`src/rtl/ctrl_pkg.sv`:
```
// Shared encodings for the multicycle control unit: FSM states, opcodes,
// funct3 values, ALU control codes and datapath mux selects.
package ctrl_pkg;

   typedef enum logic [3:0] {
      S_FETCH,
      S_DECODE,
      S_MEMADR,
      S_MEMREAD,
      S_MEMWB,
      S_MEMWRITE,
      S_EXECR,
      S_EXECI,
      S_ALUWB,
      S_BRANCH,
      S_JAL,
      S_TRAP
   } state_t;

   localparam logic [6:0] OP_LOAD   = 7'b0000011;
   localparam logic [6:0] OP_STORE  = 7'b0100011;
   localparam logic [6:0] OP_RTYPE  = 7'b0110011;
   localparam logic [6:0] OP_ITYPE  = 7'b0010011;
   localparam logic [6:0] OP_BRANCH = 7'b1100011;
   localparam logic [6:0] OP_JAL    = 7'b1101111;

   localparam logic [2:0] F3_ADD  = 3'b000;
   localparam logic [2:0] F3_SLT  = 3'b010;
   localparam logic [2:0] F3_OR   = 3'b110;
   localparam logic [2:0] F3_AND  = 3'b111;
   localparam logic [2:0] F3_BEQ  = 3'b000;
   localparam logic [2:0] F3_BNE  = 3'b001;
   localparam logic [2:0] F3_WORD = 3'b010;

   localparam logic [2:0] ALU_ADD = 3'b000;
   localparam logic [2:0] ALU_SUB = 3'b001;
   localparam logic [2:0] ALU_AND = 3'b010;
   localparam logic [2:0] ALU_OR  = 3'b011;
   localparam logic [2:0] ALU_SLT = 3'b101;

   localparam logic [2:0] IMM_I = 3'b000;
   localparam logic [2:0] IMM_S = 3'b001;
   localparam logic [2:0] IMM_B = 3'b010;
   localparam logic [2:0] IMM_J = 3'b011;

   localparam logic [1:0] RES_ALUOUT  = 2'b00;
   localparam logic [1:0] RES_MEMDATA = 2'b01;
   localparam logic [1:0] RES_ALU     = 2'b10;

   localparam logic [1:0] SRCA_PC    = 2'b00;
   localparam logic [1:0] SRCA_OLDPC = 2'b01;
   localparam logic [1:0] SRCA_RS1   = 2'b10;

   localparam logic [1:0] SRCB_RS2  = 2'b00;
   localparam logic [1:0] SRCB_IMM  = 2'b01;
   localparam logic [1:0] SRCB_FOUR = 2'b10;

   // funct3 values the ALU path supports for both R- and I-type
   function automatic logic alu_f3_ok(input logic [2:0] f3);
      return (f3 == F3_ADD) || (f3 == F3_SLT) || (f3 == F3_OR) || (f3 == F3_AND);
   endfunction

endpackage

```
`src/rtl/ctrl_alu_decoder.sv`:
```
// Combinational ALU-operation decode from opcode, funct3 and instr[30].
module ctrl_alu_decoder
   import ctrl_pkg::*;
#(
   parameter int OPCODE_WIDTH  = 7,
   parameter int ALUCTRL_WIDTH = 3
) (
   input  logic [OPCODE_WIDTH-1:0]  opcode,
   input  logic [2:0]               funct3,
   input  logic                     funct7b5,
   output logic [ALUCTRL_WIDTH-1:0] alu_ctrl
);

   logic [2:0] op;

   always_comb begin
      op = ALU_ADD;
      case (funct3)
         // instr[30] only selects subtract for register-register ops
         F3_ADD: if (opcode == OPCODE_WIDTH'(OP_RTYPE) && funct7b5) op = ALU_SUB;
         F3_AND: op = ALU_AND;
         F3_OR:  op = ALU_OR;
         F3_SLT: op = ALU_SLT;
         default: op = ALU_ADD;
      endcase
   end

   assign alu_ctrl = ALUCTRL_WIDTH'(op);

endmodule

```
`src/rtl/multicycle_control_unit.sv`:
```
// Multicycle RV32 subset control FSM. Define CTRL_MEM_WAIT_EN to make FETCH,
// MEMREAD and MEMWRITE wait for mem_ready; otherwise every state is one cycle.
module multicycle_control_unit
   import ctrl_pkg::*;
#(
   parameter int OPCODE_WIDTH  = 7,
   parameter int ALUCTRL_WIDTH = 3
) (
   input  logic                     clk,
   input  logic                     rst_n,
   input  logic [31:0]              instr,
   input  logic                     zero,
   input  logic                     mem_ready,
   output logic                     pc_write,
   output logic                     ir_write,
   output logic                     reg_write,
   output logic                     mem_write,
   output logic                     adr_src,
   output logic [1:0]               alu_src_a,
   output logic [1:0]               alu_src_b,
   output logic [1:0]               result_src,
   output logic [2:0]               imm_src,
   output logic [ALUCTRL_WIDTH-1:0] alu_ctrl,
   output logic                     retire,
   output logic                     illegal
);

   state_t                    state, state_next;
   logic [OPCODE_WIDTH-1:0]   opcode;
   logic [2:0]                funct3;
   logic [ALUCTRL_WIDTH-1:0]  alu_op;
   logic                      mem_done;
   logic                      unused_bits;

   assign opcode      = instr[OPCODE_WIDTH-1:0];
   assign funct3      = instr[14:12];
   assign unused_bits = ^{instr, mem_ready};

`ifdef CTRL_MEM_WAIT_EN
   assign mem_done = mem_ready;
`else
   assign mem_done = 1'b1;
`endif

   ctrl_alu_decoder #(
      .OPCODE_WIDTH  (OPCODE_WIDTH),
      .ALUCTRL_WIDTH (ALUCTRL_WIDTH)
   ) u_alu_decoder (
      .opcode   (opcode),
      .funct3   (funct3),
      .funct7b5 (instr[30]),
      .alu_ctrl (alu_op)
   );

   always_ff @(posedge clk or negedge rst_n) begin
      if (!rst_n) state <= S_FETCH;
      else        state <= state_next;
   end

   always_comb begin
      state_next = state;
      pc_write   = 1'b0;
      ir_write   = 1'b0;
      reg_write  = 1'b0;
      mem_write  = 1'b0;
      adr_src    = 1'b0;
      alu_src_a  = SRCA_PC;
      alu_src_b  = SRCB_RS2;
      result_src = RES_ALUOUT;
      imm_src    = IMM_I;
      alu_ctrl   = '0;
      retire     = 1'b0;
      illegal    = 1'b0;

      case (state)
         S_FETCH: begin
            ir_write   = mem_done;
            pc_write   = mem_done;
            alu_src_a  = SRCA_PC;
            alu_src_b  = SRCB_FOUR;
            alu_ctrl   = ALUCTRL_WIDTH'(ALU_ADD);
            result_src = RES_ALU;
            state_next = mem_done ? S_DECODE : S_FETCH;
         end
         S_DECODE: begin
            alu_src_a  = SRCA_OLDPC;
            alu_src_b  = SRCB_IMM;
            alu_ctrl   = ALUCTRL_WIDTH'(ALU_ADD);
            state_next = S_TRAP;
            case (opcode)
               OPCODE_WIDTH'(OP_LOAD): begin
                  imm_src = IMM_I;
                  if (funct3 == F3_WORD) state_next = S_MEMADR;
               end
               OPCODE_WIDTH'(OP_STORE): begin
                  imm_src = IMM_S;
                  if (funct3 == F3_WORD) state_next = S_MEMADR;
               end
               OPCODE_WIDTH'(OP_RTYPE): begin
                  if (alu_f3_ok(funct3)) state_next = S_EXECR;
               end
               OPCODE_WIDTH'(OP_ITYPE): begin
                  imm_src = IMM_I;
                  if (alu_f3_ok(funct3)) state_next = S_EXECI;
               end
               OPCODE_WIDTH'(OP_BRANCH): begin
                  imm_src = IMM_B;
                  if (funct3 == F3_BEQ || funct3 == F3_BNE) state_next = S_BRANCH;
               end
               OPCODE_WIDTH'(OP_JAL): begin
                  imm_src    = IMM_J;
                  state_next = S_JAL;
               end
               default: state_next = S_TRAP;
            endcase
         end
         S_MEMADR: begin
            alu_src_a  = SRCA_RS1;
            alu_src_b  = SRCB_IMM;
            alu_ctrl   = ALUCTRL_WIDTH'(ALU_ADD);
            state_next = (opcode == OPCODE_WIDTH'(OP_STORE)) ? S_MEMWRITE : S_MEMREAD;
         end
         S_MEMREAD: begin
            adr_src    = 1'b1;
            state_next = mem_done ? S_MEMWB : S_MEMREAD;
         end
         S_MEMWB: begin
            result_src = RES_MEMDATA;
            reg_write  = 1'b1;
            retire     = 1'b1;
            state_next = S_FETCH;
         end
         S_MEMWRITE: begin
            adr_src    = 1'b1;
            mem_write  = 1'b1;
            retire     = mem_done;
            state_next = mem_done ? S_FETCH : S_MEMWRITE;
         end
         S_EXECR: begin
            alu_src_a  = SRCA_RS1;
            alu_src_b  = SRCB_RS2;
            alu_ctrl   = alu_op;
            state_next = S_ALUWB;
         end
         S_EXECI: begin
            alu_src_a  = SRCA_RS1;
            alu_src_b  = SRCB_IMM;
            alu_ctrl   = alu_op;
            state_next = S_ALUWB;
         end
         S_ALUWB: begin
            result_src = RES_ALUOUT;
            reg_write  = 1'b1;
            retire     = 1'b1;
            state_next = S_FETCH;
         end
         S_BRANCH: begin
            alu_src_a  = SRCA_RS1;
            alu_src_b  = SRCB_RS2;
            alu_ctrl   = ALUCTRL_WIDTH'(ALU_SUB);
            result_src = RES_ALUOUT;
            retire     = 1'b1;
            pc_write   = ((funct3 == F3_BEQ) && zero) || ((funct3 == F3_BNE) && !zero);
            state_next = S_FETCH;
         end
         S_JAL: begin
            alu_src_a  = SRCA_OLDPC;
            alu_src_b  = SRCB_FOUR;
            alu_ctrl   = ALUCTRL_WIDTH'(ALU_ADD);
            result_src = RES_ALUOUT;
            pc_write   = 1'b1;
            state_next = S_ALUWB;
         end
         S_TRAP: begin
            illegal    = 1'b1;
            state_next = S_TRAP;
         end
         default: state_next = S_FETCH;
      endcase

      // state already reads FETCH during reset; its write strobes must stay quiet
      if (!rst_n) begin
         pc_write  = 1'b0;
         ir_write  = 1'b0;
         reg_write = 1'b0;
         mem_write = 1'b0;
         retire    = 1'b0;
         illegal   = 1'b0;
      end
   end

endmodule

```
`config.mk`:
```
export PLATFORM = sky130hd
export DESIGN_NAME = multicycle_control_unit
export DESIGN_NICKNAME = d
export VERILOG_FILES = /design/src/rtl/ctrl_pkg.sv /design/src/rtl/ctrl_alu_decoder.sv /design/src/rtl/multicycle_control_unit.sv
export SDC_FILE = /design/constraint.sdc
export NUM_CORES = 1
export LEC_CHECK = 0
export CORE_MARGIN = 2
export CORE_UTILIZATION = 31
export CTS_CLUSTER_DIAMETER = 120
export CTS_CLUSTER_SIZE = 12
export DETAILED_ROUTE_END_ITERATION = 10
export PLACE_DENSITY = 0.77
export RECOVER_POWER = 25
export SETUP_SLACK_MARGIN = 0.05
export SLEW_MARGIN = 20
export SYNTH_ARGS = -nofsm -noshare
export SYNTH_HDL_FRONTEND = slang
export SYNTH_HIERARCHICAL = 1
export SYNTH_SLANG_ARGS = --single-unit
export TNS_END_PERCENT = 100
```
`constraint.sdc`:
```
create_clock -name clk -period 1.5 [get_ports clk]
set_clock_uncertainty 0.05 [all_clocks]
set_input_delay 0.3 -clock clk [delete_from_list [all_inputs] [get_ports clk]]
set_output_delay 0.3 -clock clk [all_outputs]
set_load 0.01 [all_outputs]
```
== Word level (Yosys, flattened, before mapping) ==
Cells that the tools add are included.
Word-level totals
  register bits after elaboration: 4
  input port bits: 36
  output and inout port bits: 19
Cells by class
  multiplexer cells: 28
  reductions and logical operators: 21
  equality and inequality tests: 21
Operators by type and width (number)
  $pmux 4 s6: 1
  $pmux 4 s5: 1
  $eq 4x3->1 const B: 4
  $eq 4x4->1 const B: 4
  $eq 7x6->1 const B: 2
  $eq 7x7->1 const B: 2
  $mux 1: 13
  $mux 4: 3
  $pmux 2 s2: 3
  $pmux 3 s4: 1
  $reduce_or 2->1: 6
  $eq 4x2->1 const B: 2
  $reduce_or 4->1: 2
  $eq 7x2->1 const B: 1
  $eq 7x5->1 const B: 1
  $eq 3x3->1 const B: 2
  $pmux 2 s3: 1
  $pmux 3 s2: 1
  $reduce_or 3->1: 2
  $logic_or 1x1->1: 5
  $eq 4x1->1 const B: 1
  $logic_not 4->1: 1
  $mux 2: 2
  $eq 3x1->1 const B: 1
  6 further kinds: 8

== Logic depth before layout (Yosys ltp) ==
Gate-level depths: netlist (run 1).
  depth in word-level cells: 7
  gate-level depth with buffers: 5
  depth with buffers taken out: 4

== Modules after synthesis ==
The synthesis (run 1) kept the hierarchy.
By module, submodules not included
  multicycle_control_unit: times used 1, cells each 84, area an instance 576.8 sq um
  ctrl_alu_decoder: times used 1, cells each 7, area an instance 50.0 sq um

== Worst setup path before layout (run 1) ==
Ideal clock, no wire load.
  kind: register to output
  start point: register state[3]
  end point: output port ir_write
  path slack: -0.170 ns
  stages on the path, launching flop included: 4
  arrival time: 1.320 ns
  cell sequence: dfrtp_1 buf_2 nor4_1 and2_1
Between the ends
  longest elaborated chain between the ends: 3
RTL lines
  start, declared: RTL line multicycle_control_unit.sv:28  | state_t state, state_next;
  start signal, assigned: RTL line multicycle_control_unit.sv:57  | else state <= state_next;
  $logic_not 4->1: RTL line multicycle_control_unit.sv:75  | case (state)
  $mux 1: RTL line multicycle_control_unit.sv:75
  $mux 1: RTL line multicycle_control_unit.sv:182  | if (!rst_n) begin
  end, declared: RTL line multicycle_control_unit.sv:15  | output logic ir_write,
No other way between the ends.

== Worst setup path after layout (run 1) ==
  start point: register state[2]
  end point: output port imm_src[1]
Between the ends
  longest elaborated chain between the ends: 2
RTL lines
  $eq 4x1->1: RTL line multicycle_control_unit.sv:75
  $mux 2: RTL line multicycle_control_unit.sv:75
  end, declared: RTL line multicycle_control_unit.sv:22  | output logic [2:0] imm_src,
No other way between the ends.

==> flow_metrics.env, run 1 <==
export IMPL_status="finished with violations"
export IMPL_violations="setup timing"
export IMPL_first_pass_iters=4
export IMPL_syn_avg_cell_area_um2=6.888
export IMPL_post_route_min_period_ns=1.838
export IMPL_synth_nets=127
export IMPL_path_cells="buf_6 > or3_4 > a211oi_2 > buf_2"
export IMPL_finalCritPeriodShare=1.225
export IMPL_core_area_um2=1942
export IMPL_clockBufferDepth=2
export IMPL_vias_per_cell=5.318
export IMPL_p_int_mw=1.522
export IMPL_critPathKind="reg2out"
export IMPL_power_switching_mw=1.225
export IMPL_yosysMostFrequentCell="nor2_1"
export IMPL_netlist_area_leader_share=0.1597
export IMPL_cp_slowest_stage_delay_ns=0.41
export IMPL_rows=16
export IMPL_cp_end_kind="primary output"
export IMPL_clockRootBuffer="clkbuf_4"
export IMPL_synthMuxAreaShare=0.01796
export IMPL_rsz0062_at_grt="true"
export IMPL_cts_tree="built"
export IMPL_die_area_um2=2398
export IMPL_area_growth_syn_to_layout_pct=135.9
export IMPL_grt_max_degree=11
export IMPL_die_x_um=48.97
export IMPL_min_path_type="in2async"
export IMPL_grt_total_usage=0.2516
export IMPL_p_sw_frac=0.4459
export IMPL_dp_hpwl_um=1650
export IMPL_tns_ns=-3.501
export IMPL_reg2reg_depth=6
export IMPL_cts_buffers=3
export IMPL_antenna_found_initial=0
export IMPL_finalHoldViolations=0
export IMPL_htreeDepth=1
export IMPL_vdd_drop_max_uv=1426
export IMPL_layout_drive_gt1_share=0.6606
export IMPL_syn_area_um2=626.9
export IMPL_synth_async_sr_flop_share=1.000
export IMPL_p_seq_frac=0.086
export IMPL_top_register="state"
export IMPL_synthTopCellsByCount="nor2_1, nand2_1, nand2b_1, nor3_1, o21ai_0"
export IMPL_nets=203
export IMPL_synth_xor_area_frac=0.04192
export IMPL_finalPower_mw=2.747
export IMPL_start_kind="flop"
export IMPL_yosys_warnings=6
export IMPL_ant_nets=0
export IMPL_synth_adder_area_share=0
export IMPL_yosysUniqueCellTypes=37
export IMPL_max_cap_violations=0
export IMPL_power_frac_comb=0.864
export IMPL_synth_compound_area_frac=0.2275
export IMPL_largest_reg_flops=4
export IMPL_crit_slowest_cell="or3_4"
export IMPL_nFillCells=136
export IMPL_synthFlopType="dfrtp_1"
export IMPL_synth_top_family_by_area="simple AND/OR/NAND/NOR gates"
export IMPL_first_global_vias=1012
export IMPL_grt_pass1_wl_um=4795
export IMPL_vias=1021
export IMPL_ys_seq_area_frac=0.1597
export IMPL_clkLatencyLatePin_ns=0.24
export IMPL_fmax_ghz=0.5442
export IMPL_drc=0
export IMPL_grt_overflow=0
export IMPL_setup_ws_ns=-0.3376
export IMPL_arrival_ns=1.49
export IMPL_path_depth=4
export IMPL_p_leak_nw=0.6960
export IMPL_die_h_um=48.97
export IMPL_clock_sinks=4
export IMPL_powerDensity_nw_per_um2=1857
export IMPL_ys_seq_elements=4
export IMPL_setup_viol=18
export IMPL_crit_buf_inv=2
export IMPL_yosysTopAreaCell="dfrtp_1"
export IMPL_synth_simple_area_share=0.4930
export IMPL_io_buffer_count=31
export IMPL_synth_edff_count=0
export IMPL_synth_area_leaders="dfrtp_1, nor2_1, nand2b_1, and2_1, nor3_1"
export IMPL_cp_max_fo=3
export IMPL_start_util=0.3228
export IMPL_cts_hold_repair_buffers=0
export IMPL_drt_initial_drc_count=22
export IMPL_place_congestion=0.8037
export IMPL_io_pins=55
export IMPL_reg_top3="state: 4 flops"
export IMPL_syn_inst=91
export IMPL_diodes=0
export IMPL_clockPowerShare=0.050
export IMPL_worstPathRequired_ns=1.15
export IMPL_hold_ws_ns=0.1935
export IMPL_slew_violations=0
export IMPL_drt_wl_total_um=3130
export IMPL_wl_per_cell_um=16.30
export IMPL_clkTransAtPathRegs_ns=0.04
export IMPL_crit_family="simple AND/OR/NAND/NOR gates"
[kinds of logic (layout without fill, tap and decap cells)]
logic type / Yosys count / after routing
AND/OR/NAND/NOR: 55 / 55
AO/OA/AOI/OAI: 20 / 20
buffers and inverters: 7 / 81
flip-flops: 4 / 4
XOR/XNOR: 3 / 3
other: 1 / 1
multiplexers: 1 / 1
[placed cells by master (no fill, tap or decap), types with 2 or more instances in the layout]
cell type and count:
and3_4 2, nand2b_1 2, clkbuf_4 3, nor2b_4 3, buf_4 26, buf_6 20, dlygate4sd2_1 6, nor3_2 3
nor2_1 9, and2_1 4, a21oi_1 3, nor3_4 2, buf_2 17, a211oi_2 4, nand3_1 3, nand2_1 5
o21ai_1 4, clkbuf_2 6, nand2b_4 4, dfrtp_1 3, nand4b_1 2, or3_4 2
[cell type report]
cell class                      instances  area, µm²  share of cell area
Multi-Input combinational cell         80      708.2              0.4788
Timing Repair Buffer                   77      606.8              0.4103
Sequential cell                         4      101.3             0.06853
Tap cell                               27      33.78             0.02284
Clock buffer                            3      22.52             0.01523
Inverter                                1      6.256            0.004230
[power groups by stage]
stage	Sequential, mW	Combinational [mW]	Clock [mW]
floorplan	0.203	0.776	0
global placement	0.197	1.53	0
detailed placement	0.198	1.57	0
CTS	0.211	1.99	0.133
global route	0.238	2.50	0.154
finish	0.235	2.37	0.138
[timing repair]
action | CTS | global route
pin swaps | 21 | 15
gates resized for setup | 125 | 39
buffers inserted | 14 | 5
endpoints found under the hold margin | 0 | 0
endpoints found under the setup margin | 22 | 22
[final timing paths]
path,start,end,slack [ns]
min,rst_n,state[3]$_DFF_PN0_,0.19
max in group asynchronous,rst_n,state[0]$_DFF_PN0_,0.97
min reg2reg,state[3]$_DFF_PN0_,state[2]$_DFF_PN0_,0.73
max,state[2]$_DFF_PN0_,imm_src[1],-0.34
max reg2reg,state[1]$_DFF_PN0_,state[1]$_DFF_PN0_,0.05
min in group clk,instr[14],state[1]$_DFF_PN0_,0.44
[per-layer routing]
metal / wire length (µm) / part of all wire / vias to the layer above / GRT usage
li1: - / - / 488 / -
met1: 1299 / 0.42 / 487 / 0.2868
met2: 1668 / 0.53 / 40 / 0.4863
met3: 99 / 0.032 / 6 / 0.03681
met4: 64 / 0.020 / 0 / 0.05714
met5: 0 / 0 / - / 0
[through the flow]
step | cell area (µm²) | worst slack, ns | instances | util
after floorplan | 664.4 | 0.02570 | 91 | -
after global placement | 1194 | -0.8506 | 172 | 0.6147
after detailed placement | 1194 | -0.9171 | 172 | 0.6147
after CTS | 1361 | -0.3239 | 189 | 0.7010
after global routing | 1479 | -0.3901 | 192 | 0.7616
final | 1479 | -0.3376 | 192 | 0.7616
(Power assumes the default switching activity.)
==> inputs of run 2 (changes only) <==
CELL_PAD_IN_SITES_DETAIL_PLACEMENT = 1   (was unset)
CELL_PAD_IN_SITES_GLOBAL_PLACEMENT = 2   (was unset)
CORE_ASPECT_RATIO = 2   (was unset)
CORE_UTILIZATION = 14   (was 31)
PLACE_DENSITY = 0.75   (was 0.77)
==> run 2 against run 1 <==
Effect of this change:
- the flow still finishes with violations (setup timing)
- die area rose by 110%
- first-iteration DRC count fell by 55%
- combinational power fell by 3%
- critical path depth did not move
- global-route usage fell by 10 points
- count of clock-buffer cells in the layout did not move
- sequential share of layout area fell by 0.54 points
==> flow_metrics.env, run 2 (synthesis gave the netlist of run 1 again) <==
export IMPL_top_register="state"
export IMPL_setup_viol=18
export IMPL_arrival_ns=1.48
export IMPL_clock_sinks=4
export IMPL_cts_tree="built"
export IMPL_nFillCells=547
export IMPL_max_cap_violations=0
export IMPL_largest_reg_flops=4
export IMPL_wl_per_cell_um=14.84
export IMPL_fmax_ghz=0.5461
export IMPL_first_global_vias=1200
export IMPL_clkLatencyLatePin_ns=0.23
export IMPL_dp_hpwl_um=2432
export IMPL_ant_nets=0
export IMPL_io_pins=55
export IMPL_finalHoldViolations=0
export IMPL_cp_end_kind="primary output"
export IMPL_area_growth_syn_to_layout_pct=159.3
export IMPL_core_area_um2=4339
export IMPL_first_pass_iters=2
export IMPL_finalCritPeriodShare=1.221
export IMPL_grt_total_usage=0.1467
export IMPL_p_leak_nw=0.7392
export IMPL_cts_buffers=3
export IMPL_reg_top3="state: 4 flops"
export IMPL_start_util=0.1445
export IMPL_layout_drive_gt1_share=0.7326
export IMPL_die_area_um2=5061
export IMPL_grt_pass1_wl_um=5547
export IMPL_min_path_type="in2async"
export IMPL_start_kind="flop"
export IMPL_cts_hold_repair_buffers=0
export IMPL_powerDensity_nw_per_um2=1696
export IMPL_diodes=0
export IMPL_rsz0062_at_grt="true"
export IMPL_antenna_found_initial=0
export IMPL_grt_overflow=0
export IMPL_tns_ns=-3.273
export IMPL_cp_max_fo=3
export IMPL_vdd_drop_max_uv=661.1
export IMPL_final_cell_mix="buf_4, buf_6, buf_2, nor2_1, clkbuf_2"
export IMPL_nets=210
export IMPL_r2r_setup_slack_ns=0.08
export IMPL_rows=34
export IMPL_drt_wl_total_um=3354
export IMPL_drt_initial_drc_count=10
export IMPL_post_route_min_period_ns=1.831
export IMPL_clockPowerShare=0.086
export IMPL_drc=0
export IMPL_worstPathRequired_ns=1.15
export IMPL_final_common_cell="buf_4"
export IMPL_p_seq_frac=0.081
export IMPL_die_h_um=98.63
export IMPL_vias_per_cell=4.562
export IMPL_status="finished with violations"
export IMPL_htreeDepth=1
export IMPL_io_buffer_count=31
export IMPL_power_switching_mw=1.176
export IMPL_clkTransAtPathRegs_ns=0.03
export IMPL_place_ws_ns=-0.9120
export IMPL_clockRootBuffer="clkbuf_8"
export IMPL_die_x_um=51.32
export IMPL_p_int_mw=1.581
export IMPL_setup_ws_ns=-0.3310
export IMPL_grt_max_degree=10
export IMPL_slew_violations=0
export IMPL_power_frac_comb=0.833
export IMPL_place_congestion=0.8424
export IMPL_critPathKind="reg2out"
export IMPL_vias=1031
export IMPL_clockBufferDepth=2
export IMPL_p_sw_frac=0.4266
export IMPL_violations="setup timing"
## run 2: changes by cell type in the layout (fill, tap and decap cells not counted), sizes merged
cell / previous run / this run
buf: 64 / 72
clkdlybuf4s15: 0 / 2
dlygate4sd2: 6 / 2
dlymetal6s2s: 0 / 1
## run 2: final timing paths
kind	cells after the start	startpoint	end
min in group clk	4	instr[13]	state[1]$_DFF_PN0_
max in group asynchronous	3	rst_n	state[3]$_DFF_PN0_
min	3	rst_n	state[0]$_DFF_PN0_
max reg2reg	6	state[3]$_DFF_PN0_	state[1]$_DFF_PN0_
max	4	state[2]$_DFF_PN0_	imm_src[1]
min reg2reg	3	state[2]$_DFF_PN0_	state[0]$_DFF_PN0_
## run 2: area by class of cell
| type | count | area, µm² | share of cell area |
|---|---|---|---|
| Clock buffer | 3 | 41.29 | 0.02540 |
| Inverter | 1 | 3.754 | 0.002309 |
| Multi-Input combinational cell | 80 | 724.4 | 0.4457 |
| Sequential cell | 4 | 102.6 | 0.06313 |
| Tap cell | 54 | 67.56 | 0.04157 |
| Timing Repair Buffer | 84 | 685.7 | 0.4219 |
## run 2: stage by stage
stage	power, mW	hold slack (ns)	instance area, µm²	cells	utilization
final	2.757	0.2804	1625	226	0.3746
after global routing	2.953	0.3223	1625	226	0.3746
after CTS	2.503	0.2220	1523	223	0.3509
after detailed placement	1.904	0.5250	1287	207	0.2967
after global placement	1.859	0.5120	1287	207	0.2967
after floorplan	0.9799	-0.04559	664.4	91	-
## run 2: critical path, cell delays in order, from the launching register on
cell and delay, ns:
dfrtp_1 0.39, buf_4 0.15, or3_4 0.41, a211oi_2 0.15
buf_2 0.16
## run 2: power by group through the flow
stage / Sequential [mW] / Combinational [mW] / Clock [mW]
after detailed placement: 0.208 / 1.70 / 0
after CTS: 0.222 / 2.04 / 0.245
final: 0.223 / 2.30 / 0.238
after global placement: 0.209 / 1.65 / 0
after global routing: 0.231 / 2.47 / 0.248
after floorplan: 0.203 / 0.776 / 0
## run 2: per-layer routing
layer	GRT usage	up-vias	routed length, µm
met4	0.09312	0	165
met2	0.2997	35	2057
li1	-	495	-
met1	0.1207	486	1013
met3	0.01667	15	118
met5	0	-	0
## run 2: timing repair
| action | CTS | global route |
|---|---|---|
| gates resized for setup | 126 | 55 |
| cloned | 0 | 0 |
| setup buffers | 13 | 5 |
| pin swaps | 19 | 21 |
| setup endpoints to repair | 22 | 22 |
==> inputs of run 3 (changes only) <==
SLEW_MARGIN = 0   (was 20)
==> results of run 3 <==
No change in the layout: final DEF, timing and power equal those of run 2.
